### src/rtl/data_memory_dbg.sv
// data_memory_dbg: byte-addressed data memory, sub-word core port, priority debug port, 1-cycle registered responses
module data_memory_dbg #(
  parameter int DATA_W = 32,
  parameter int DEPTH  = 64,
  parameter int ADDR_W = 32
) (
  input  logic              clk_i,
  input  logic              rst_ni,
  input  logic              core_req_i,
  input  logic              core_we_i,
  input  logic [1:0]        core_size_i,
  input  logic              core_unsigned_i,
  input  logic [ADDR_W-1:0] core_addr_i,
  input  logic [DATA_W-1:0] core_wdata_i,
  output logic              core_gnt_o,
  output logic              core_rvalid_o,
  output logic [DATA_W-1:0] core_rdata_o,
  output logic              core_err_o,
  input  logic              dbg_req_i,
  input  logic              dbg_we_i,
  input  logic [ADDR_W-1:0] dbg_addr_i,
  input  logic [DATA_W-1:0] dbg_wdata_i,
  output logic              dbg_gnt_o,
  output logic              dbg_rvalid_o,
  output logic [DATA_W-1:0] dbg_rdata_o
);
  localparam int IW = $clog2(DEPTH);
  logic [DATA_W-1:0] mem [DEPTH];
  logic [IW-1:0] c_idx, d_idx;
  logic c_err, d_oor, c_wr, d_wr;
  logic [3:0] c_be;
  logic [DATA_W-1:0] c_wd, c_word, c_sh, c_ld;
  always_comb begin
    c_idx = core_addr_i[IW+1:2];
    d_idx = dbg_addr_i[IW+1:2];
    d_oor = |dbg_addr_i[ADDR_W-1:IW+2];
    c_err = (|core_addr_i[ADDR_W-1:IW+2]) | (core_size_i == 2'b11)
          | ((core_size_i == 2'b01) & core_addr_i[0])
          | ((core_size_i == 2'b10) & (|core_addr_i[1:0]));
    c_be = core_size_i == 2'b00 ? 4'b0001 << core_addr_i[1:0] :
           core_size_i == 2'b01 ? (core_addr_i[1] ? 4'b1100 : 4'b0011) : 4'b1111;
    c_wd = core_size_i == 2'b00 ? {4{core_wdata_i[7:0]}} :
           core_size_i == 2'b01 ? {2{core_wdata_i[15:0]}} : core_wdata_i;
    c_word = mem[c_idx];
    c_sh = c_word >> {core_addr_i[1:0], 3'b000};
    c_ld = core_size_i == 2'b00 ? {{24{~core_unsigned_i & c_sh[7]}}, c_sh[7:0]} :
           core_size_i == 2'b01 ? {{16{~core_unsigned_i & c_sh[15]}}, c_sh[15:0]} : c_word;
    dbg_gnt_o = dbg_req_i & rst_ni;
    core_gnt_o = core_req_i & ~dbg_req_i & rst_ni;
    d_wr = dbg_gnt_o & dbg_we_i & ~d_oor;
    c_wr = core_gnt_o & core_we_i & ~c_err;
  end
  always_ff @(posedge clk_i) begin
    if (d_wr) mem[d_idx] <= dbg_wdata_i;
    else if (c_wr)
      for (int i = 0; i < 4; i++)
        if (c_be[i]) mem[c_idx][8*i +: 8] <= c_wd[8*i +: 8];
  end
  always_ff @(posedge clk_i or negedge rst_ni) begin
    if (!rst_ni) begin
      core_rvalid_o <= 1'b0;
      core_err_o    <= 1'b0;
      core_rdata_o  <= '0;
      dbg_rvalid_o  <= 1'b0;
      dbg_rdata_o   <= '0;
    end else begin
      core_rvalid_o <= core_gnt_o;
      core_err_o    <= core_gnt_o & c_err;
      if (core_gnt_o) core_rdata_o <= (core_we_i | c_err) ? '0 : c_ld;
      dbg_rvalid_o <= dbg_gnt_o;
      if (dbg_gnt_o) dbg_rdata_o <= (dbg_we_i | d_oor) ? '0 : mem[d_idx];
    end
  end
endmodule

### config.mk
export PLATFORM = sky130hd
export DESIGN_NAME = data_memory_dbg
export DESIGN_NICKNAME = d
export VERILOG_FILES = /design/src/rtl/data_memory_dbg.sv
export SDC_FILE = /design/constraint.sdc
export NUM_CORES = 2
export LEC_CHECK = 0
export CELL_PAD_IN_SITES_DETAIL_PLACEMENT = 1
export CELL_PAD_IN_SITES_GLOBAL_PLACEMENT = 1
export CORE_MARGIN = 5
export CORE_UTILIZATION = 60
export DETAILED_ROUTE_END_ITERATION = 10
export PLACE_DENSITY_LB_ADDON = 0.1
export SLEW_MARGIN = 25
export SYNTH_ARGS = -nofsm -noshare
export SYNTH_HDL_FRONTEND = slang
export SYNTH_SLANG_ARGS = --single-unit
### constraint.sdc
create_clock -name clk_i -period 4.38 [get_ports clk_i]
set_clock_uncertainty 0.2 [all_clocks]
set_input_delay 0.876 -clock clk_i [delete_from_list [all_inputs] [get_ports clk_i]]
set_output_delay 0.876 -clock clk_i [all_outputs]
set_load 0.05 [all_outputs]
# After elaboration in Yosys (flattened, before gate mapping)
# Memory sizes are Yosys's and may differ from the RTL's.
# Cells that the tools add are included.
[word_totals]
mem_bits_rw = 2048
reg_bits = 67
n_memories = 1
[mem_list]
columns = ["name", "words", "word_bits", "rd", "rd_clocked_by_memory_dff", "write_ports", "line", "text"]
rows = [
  ["mem", 64, 32, 2, 0, 1, "28", "logic [DATA_W-1:0] mem [DEPTH];"],
]
[op_classes]
n_bitwise = 21
reduce_logical = 5
shifts = 2
mux = 30
n_eq_ne = 3
[ops]
columns = ["cell", "count"]
rows = [
  ["32-bit two-way mux", 7],
  ["24-bit OR reduction", 2],
  ["32-bit OR reduction", 1],
  ["32-bit by 5-bit >> shifter with 16-bit output", 1],
  ["1-bit two-way mux", 18],
  ["4-bit two-way mux", 4],
  ["1-bit bitwise AND", 12],
  ["6-bit two-way mux", 1],
  ["1-bit bitwise OR", 5],
  ["2-bit equality test, second input constant", 2],
  ["1-bit NOT", 4],
  ["1-bit by 2-bit left shift with 4-bit output, first input constant", 1],
  ["2-bit by 1-bit equality test with 1-bit output, second input constant", 1],
  ["2-bit logical NOT", 1],
  ["2-bit OR reduction", 1],
]

# Logic depth before layout (Yosys ltp)
[logic_depth]
depth_word = 11
ltp_mapped = 16
ltp_nobuf = 8

# Least setup slack after synthesis
# OpenSTA, ideal clock, no wires.
[synth_path]
path_type = "input -> register"
from = "input port core_size_i[1]"
to = "memory mem[0][30], data pin"
path_slack_ps = -1604
cell_stages = 9
required_time_ps = 3478
n_path_buf = 4
t_arrival_ps = 5082
setup_time_ps = 702
path_cell_list = "clkbuf_1 > nor2_4 > a21oi_1 > nor4_1 > nand2_1 > clkbuf_1 > clkbuf_1 > clkbuf_1 > o21ai_0"
[synth_via]
elab_chain_cells = 11
elab_cells_between_ends = 33
cone_classes = "3 x eq/ne; 21 x mux; 7 x bitwise; 2 x reduce/logical"
[synth_rtl]
columns = ["item", "line", "text"]
rows = [
  ["start: declaration", "11", "input logic [1:0] core_size_i,"],
  ["2-bit equality test / 2-bit by 1-bit equality test with 1-bit output (equally long branches)", "n/a", ""],
  ["1-bit bitwise OR / 1-bit bitwise AND (equally long branches)", "37, 38", ""],
  ["1-bit bitwise OR", "38", "| ((core_size_i == 2'b01) & core_addr_i[0])"],
  ["1-bit bitwise OR", "39", "| ((core_size_i == 2'b10) & (|core_addr_i[1:0]));"],
  ["1-bit NOT", "51", "c_wr = core_gnt_o & core_we_i & ~c_err;"],
  ["1-bit bitwise AND", "51", ""],
  ["1-bit two-way mux", "55", "else if (c_wr)"],
  ["1-bit two-way mux", "54", "if (d_wr) mem[d_idx] <= dbg_wdata_i;"],
  ["1-bit two-way mux (not written as such)", "57", "if (c_be[i]) mem[c_idx][8*i +: 8] <= c_wd[8*i +: 8];"],
  ["32-bit OR reduction (no line)", "n/a", ""],
  ["32-bit two-way mux (no line) *", "n/a", ""],
  ["end: declaration", "28", ""],
]
# Every way passes the cells marked *; elsewhere a longest branch is shown, timed or not.

# Worst setup path after layout
[layout_path]
from = "input port core_addr_i[4]"
to = "register core_rdata_o[28]"
[layout_via]
elab_chain_cells = 6
elab_cells_between_ends = 7
cone_classes = "1 x shift; 3 x mux; 2 x bitwise; 1 x memory"
[layout_rtl]
columns = ["item", "line", "text"]
rows = [
  ["start: declaration", "13", "input logic [ADDR_W-1:0] core_addr_i,"],
  ["memory read 64 x 32 bit *", "n/a", ""],
  ["32-bit by 5-bit >> shifter with 16-bit output", "45", "c_sh = c_word >> {core_addr_i[1:0], 3'b000};"],
  ["1-bit bitwise AND", "47", "core_size_i == 2'b01 ? {{16{~core_unsigned_i & c_sh[15]}}, c_sh[15:0]} : c_word;"],
  ["32-bit two-way mux", "47", ""],
  ["32-bit two-way mux *", "46", "c_ld = core_size_i == 2'b00 ? {{24{~core_unsigned_i & c_sh[7]}}, c_sh[7:0]} :"],
  ["32-bit two-way mux *", "69", "if (core_gnt_o) core_rdata_o <= (core_we_i | c_err) ? '0 : c_ld;"],
  ["end signal: assignment", "69", ""],
  ["end: declaration", "17", "output logic [DATA_W-1:0] core_rdata_o,"],
]
# Marked as above.
# A chain may end at the register's enable or synchronous reset.

==> results.py <==
metrics = {
    "sta": {
        "max_freq_mhz": 230,
        "fin_setup_tns_ns": 0,
        "slew_violations": 0,
        "slew_headroom_pct": 19.9,
        "worst_pin_slew_ns": 1.19,
        "rsz0062_at_grt": "no",
        "setup_viol": 0,
        "min_period_over_period_pct": 99.4,
        "min_period_ns": 4.35,
        "hold_viol": 0,
    },
    "pwr": {
        "power_density_nw_per_um2": 387,
        "p_switching_mw": 10.9,
        "internal_power_mw": 34.6,
        "power_frac_seq_pct": 48.7,
        "peakVddDrop_mv": 0.478,
        "combinationalPowerShare_pct": 10.1,
        "p_clk_share_pct": 41.2,
        "p_leak_nw": 38.9,
        "swShare_pct": 24.0,
    },
    "setup_path": {
        "worstPathRequired_ns": 4.87,
        "crit_fanout": 17,
        "cp-start-kind": "input port",
        "reg2reg_to": "core_rdata_o[28]",
        "crit_path_end": "core_rdata_o[28]",
        "critPathKind": "input port to flip-flop",
        "arrival_ns": 4.85,
        "startpoint": "core_addr_i[4]",
        "r2r_slack_ns": 0.20,
        "r2r_cells": 9,
        "r2r-start": "mem[42][31]",
        "endpoint_kind": "flip-flop",
    },
    "cts": {
        "htreeDepth": 4,
        "ctsLongestPathBuffers": 3,
        "cts-root-buf": "clkbuf_16",
        "cts.clk_slew.worst_paths_ns": 0.06,
        "insertion_delay_ns": 0.90,
        "numCtsBuffers": 216,
        "postCtsSetupRepairBufs": 0,
        "cts_tree": "done",
        "clock_sinks": 2115,
    },
    "placement": {
        "dp_hpwl_mm": 258,
        "placed_cell_area_um2": 111000,
        "io_buffer_count": 203,
        "finalWeightedCongestion": 0.947,
    },
    "synthesis": {
        "yosysTopAreaCellShare_pct": 61.8,
        "syn_avg_cell_area_um2": 19.7,
        "yosysWarnings": 0,
        "synth_cells": 5044,
        "yosysTopAreaCell": "edfxtp_1",
        "synth_area_leaders": "edfxtp_1 (62%), mux4_2 (25%), mux2i_1 (2.0%)",
        "synth_cell_types": 70,
        "ys_seq_area_share_pct": 63.5,
        "synthArstFlopShare_pct": 3.17,
        "synth.cell_area_um2": 99400,
        "synth-edff-count": 2048,
        "synth_flop_cell": "edfxtp_1",
        "synthesis.nets": 5181,
        "ys_seq_elements": 2115,
    },
    "status": {
        "status": "finished, final reports clean",
    },
    "drt": {
        "drc_errors": 0,
        "viasPerCell": 7.94,
        "drt-initial-drc-count": 11533,
        "wl_per_cell_um": 47.1,
        "dr.pass1.iters": 6,
        "num_vias": 65699,
        "wirelength_mm": 389,
        "antenna_left": 0,
    },
    "die": {
        "die_x_um": 417,
        "row_count": 149,
        "coreArea_um2": 165000,
        "die-area_um2": 174000,
        "fp.dieH_um": 417,
        "start_util_pct": 60.3,
        "ios": 206,
    },
    "final_layout": {
        "fillers": 12895,
        "fin_nets": 6017,
        "stdcell_area_um2": 118000,
        "syn_to_final_growth_pct": 18.3,
        "drive_above_1_share_pct": 39.1,
        "utilization_pct": 71.4,
        "final_cell_mix": "edfxtp_1 (2048), mux4_2 (1098), buf_4 (676)",
        "layout_commonest_cell": "edfxtp_1",
    },
    "global_route": {
        "grt_max_degree": 65,
        "track_usage_pct": 45.1,
        "grt_pass1_vias": 68356,
        "antenna_found_initial": 41,
        "grt_pass1_wl_mm": 543,
        "grt-ovfl-total": 0,
    },
    "min_path": {
        "worst_hold_path_type": "flip-flop to flip-flop",
        "whs_path_depth": 2,
    },
    "run": {
        "maxCapViolCount": 0,
    },
}
final cells by class:
type | instances | area (µm²) | area share (%)
clock buffers | 270 | 5740 | 4.87
multi-input cells | 2508 | 34500 | 29.3
inverters | 11 | 43.8 | 0.0372
flip-flops and latches | 2115 | 63200 | 53.7
repair buffers | 1028 | 10100 | 8.62
clock inverters | 129 | 1260 | 1.07
well taps | 2189 | 2740 | 2.33
diodes | 25 | 62.6 | 0.0532
synth_stat cells (all sizes together), types with 44 or more instances:
| library cell | number |
|---|---|
| mux2i | 203 |
| clkbuf | 202 |
| mux4 | 1116 |
| buf | 208 |
| nand3 | 54 |
| dfrtp | 67 |
| nor2 | 320 |
| a21oi | 61 |
| nand2 | 180 |
| a22oi | 129 |
| edfxtp | 2048 |
| o21ai | 61 |
| o22ai | 44 |
through the flow:
stage	hold slack (ns)	total power, mW	cells	worst slack, ns
finish	0.285	45.5	8275	0.0255
detailed placement	0.287	26.9	7850	-0.694
floorplan	0.380	24.9	5044	-0.536
global placement	0.260	26.8	7848	-0.627
CTS	0.295	45.3	8250	0.0300
global route	0.320	46.6	8254	0.0205
worst max-delay path, cell delays in order:
cell,delay (ns)
buf_4,0.34
buf_12,0.25
nor2b_4,0.77
buf_12,0.23
a22oi_1,0.09
a21oi_1,0.15
nand4_1,0.23
o21ai_0,0.52
o22ai_1,0.37
a32oi_4,0.72
o211ai_1,0.23
flip-flops by register name, indices dropped and copies added, names as in the netlist:
signal and cells:
mem 2048, core_rdata_o 32, dbg_rdata_o 32, core_err_o 1, core_rvalid_o 1, dbg_rvalid_o 1
how the worst min path moves through the flow:
stage	start	endpoint
CTS	core_rdata_o[5]	core_rdata_o[5]
detailed placement	core_rdata_o[5]	core_rdata_o[5]
floorplan	rst_ni	core_err_o
global placement	core_rdata_o[5]	core_rdata_o[5]
finish	core_rdata_o[5]	core_rdata_o[5]
global route	dbg_rdata_o[13]	dbg_rdata_o[13]
logic make-up (layout without fill, tap and decap cells):
kind of cell	Yosys count	after routing	share of synthesized area, %
AND/OR/NAND/NOR	684	684	3.00
AO/OA/AOI/OAI	479	479	3.48
buffers and inverters	421	1438	2.32
flip-flops	2115	2115	63.5
multiplexers	1345	1345	27.7
other	0	25	0
power by group through the flow:
stage	clock network, mW	registers (mW)	logic (mW)
floorplan	0	22.6	2.28
global placement	0	22.6	4.18
detailed placement	0	22.6	4.29
CTS	18.8	22.2	4.37
global route	19.9	22.2	4.57
finish	18.8	22.2	4.59
metal layers:
layer,global-route usage [%],part of all wire [%]
met5,1.06,0.13
met4,33.8,9.9
met3,14.8,14
met2,68.9,46
met1,53.8,30
repair_timing:
action	CTS	global route
endpoints found under the hold margin	12	0
gates resized for setup	0	21
setup endpoints to repair	0	160
hold buffers	1	0
(Power assumes the default switching activity.)
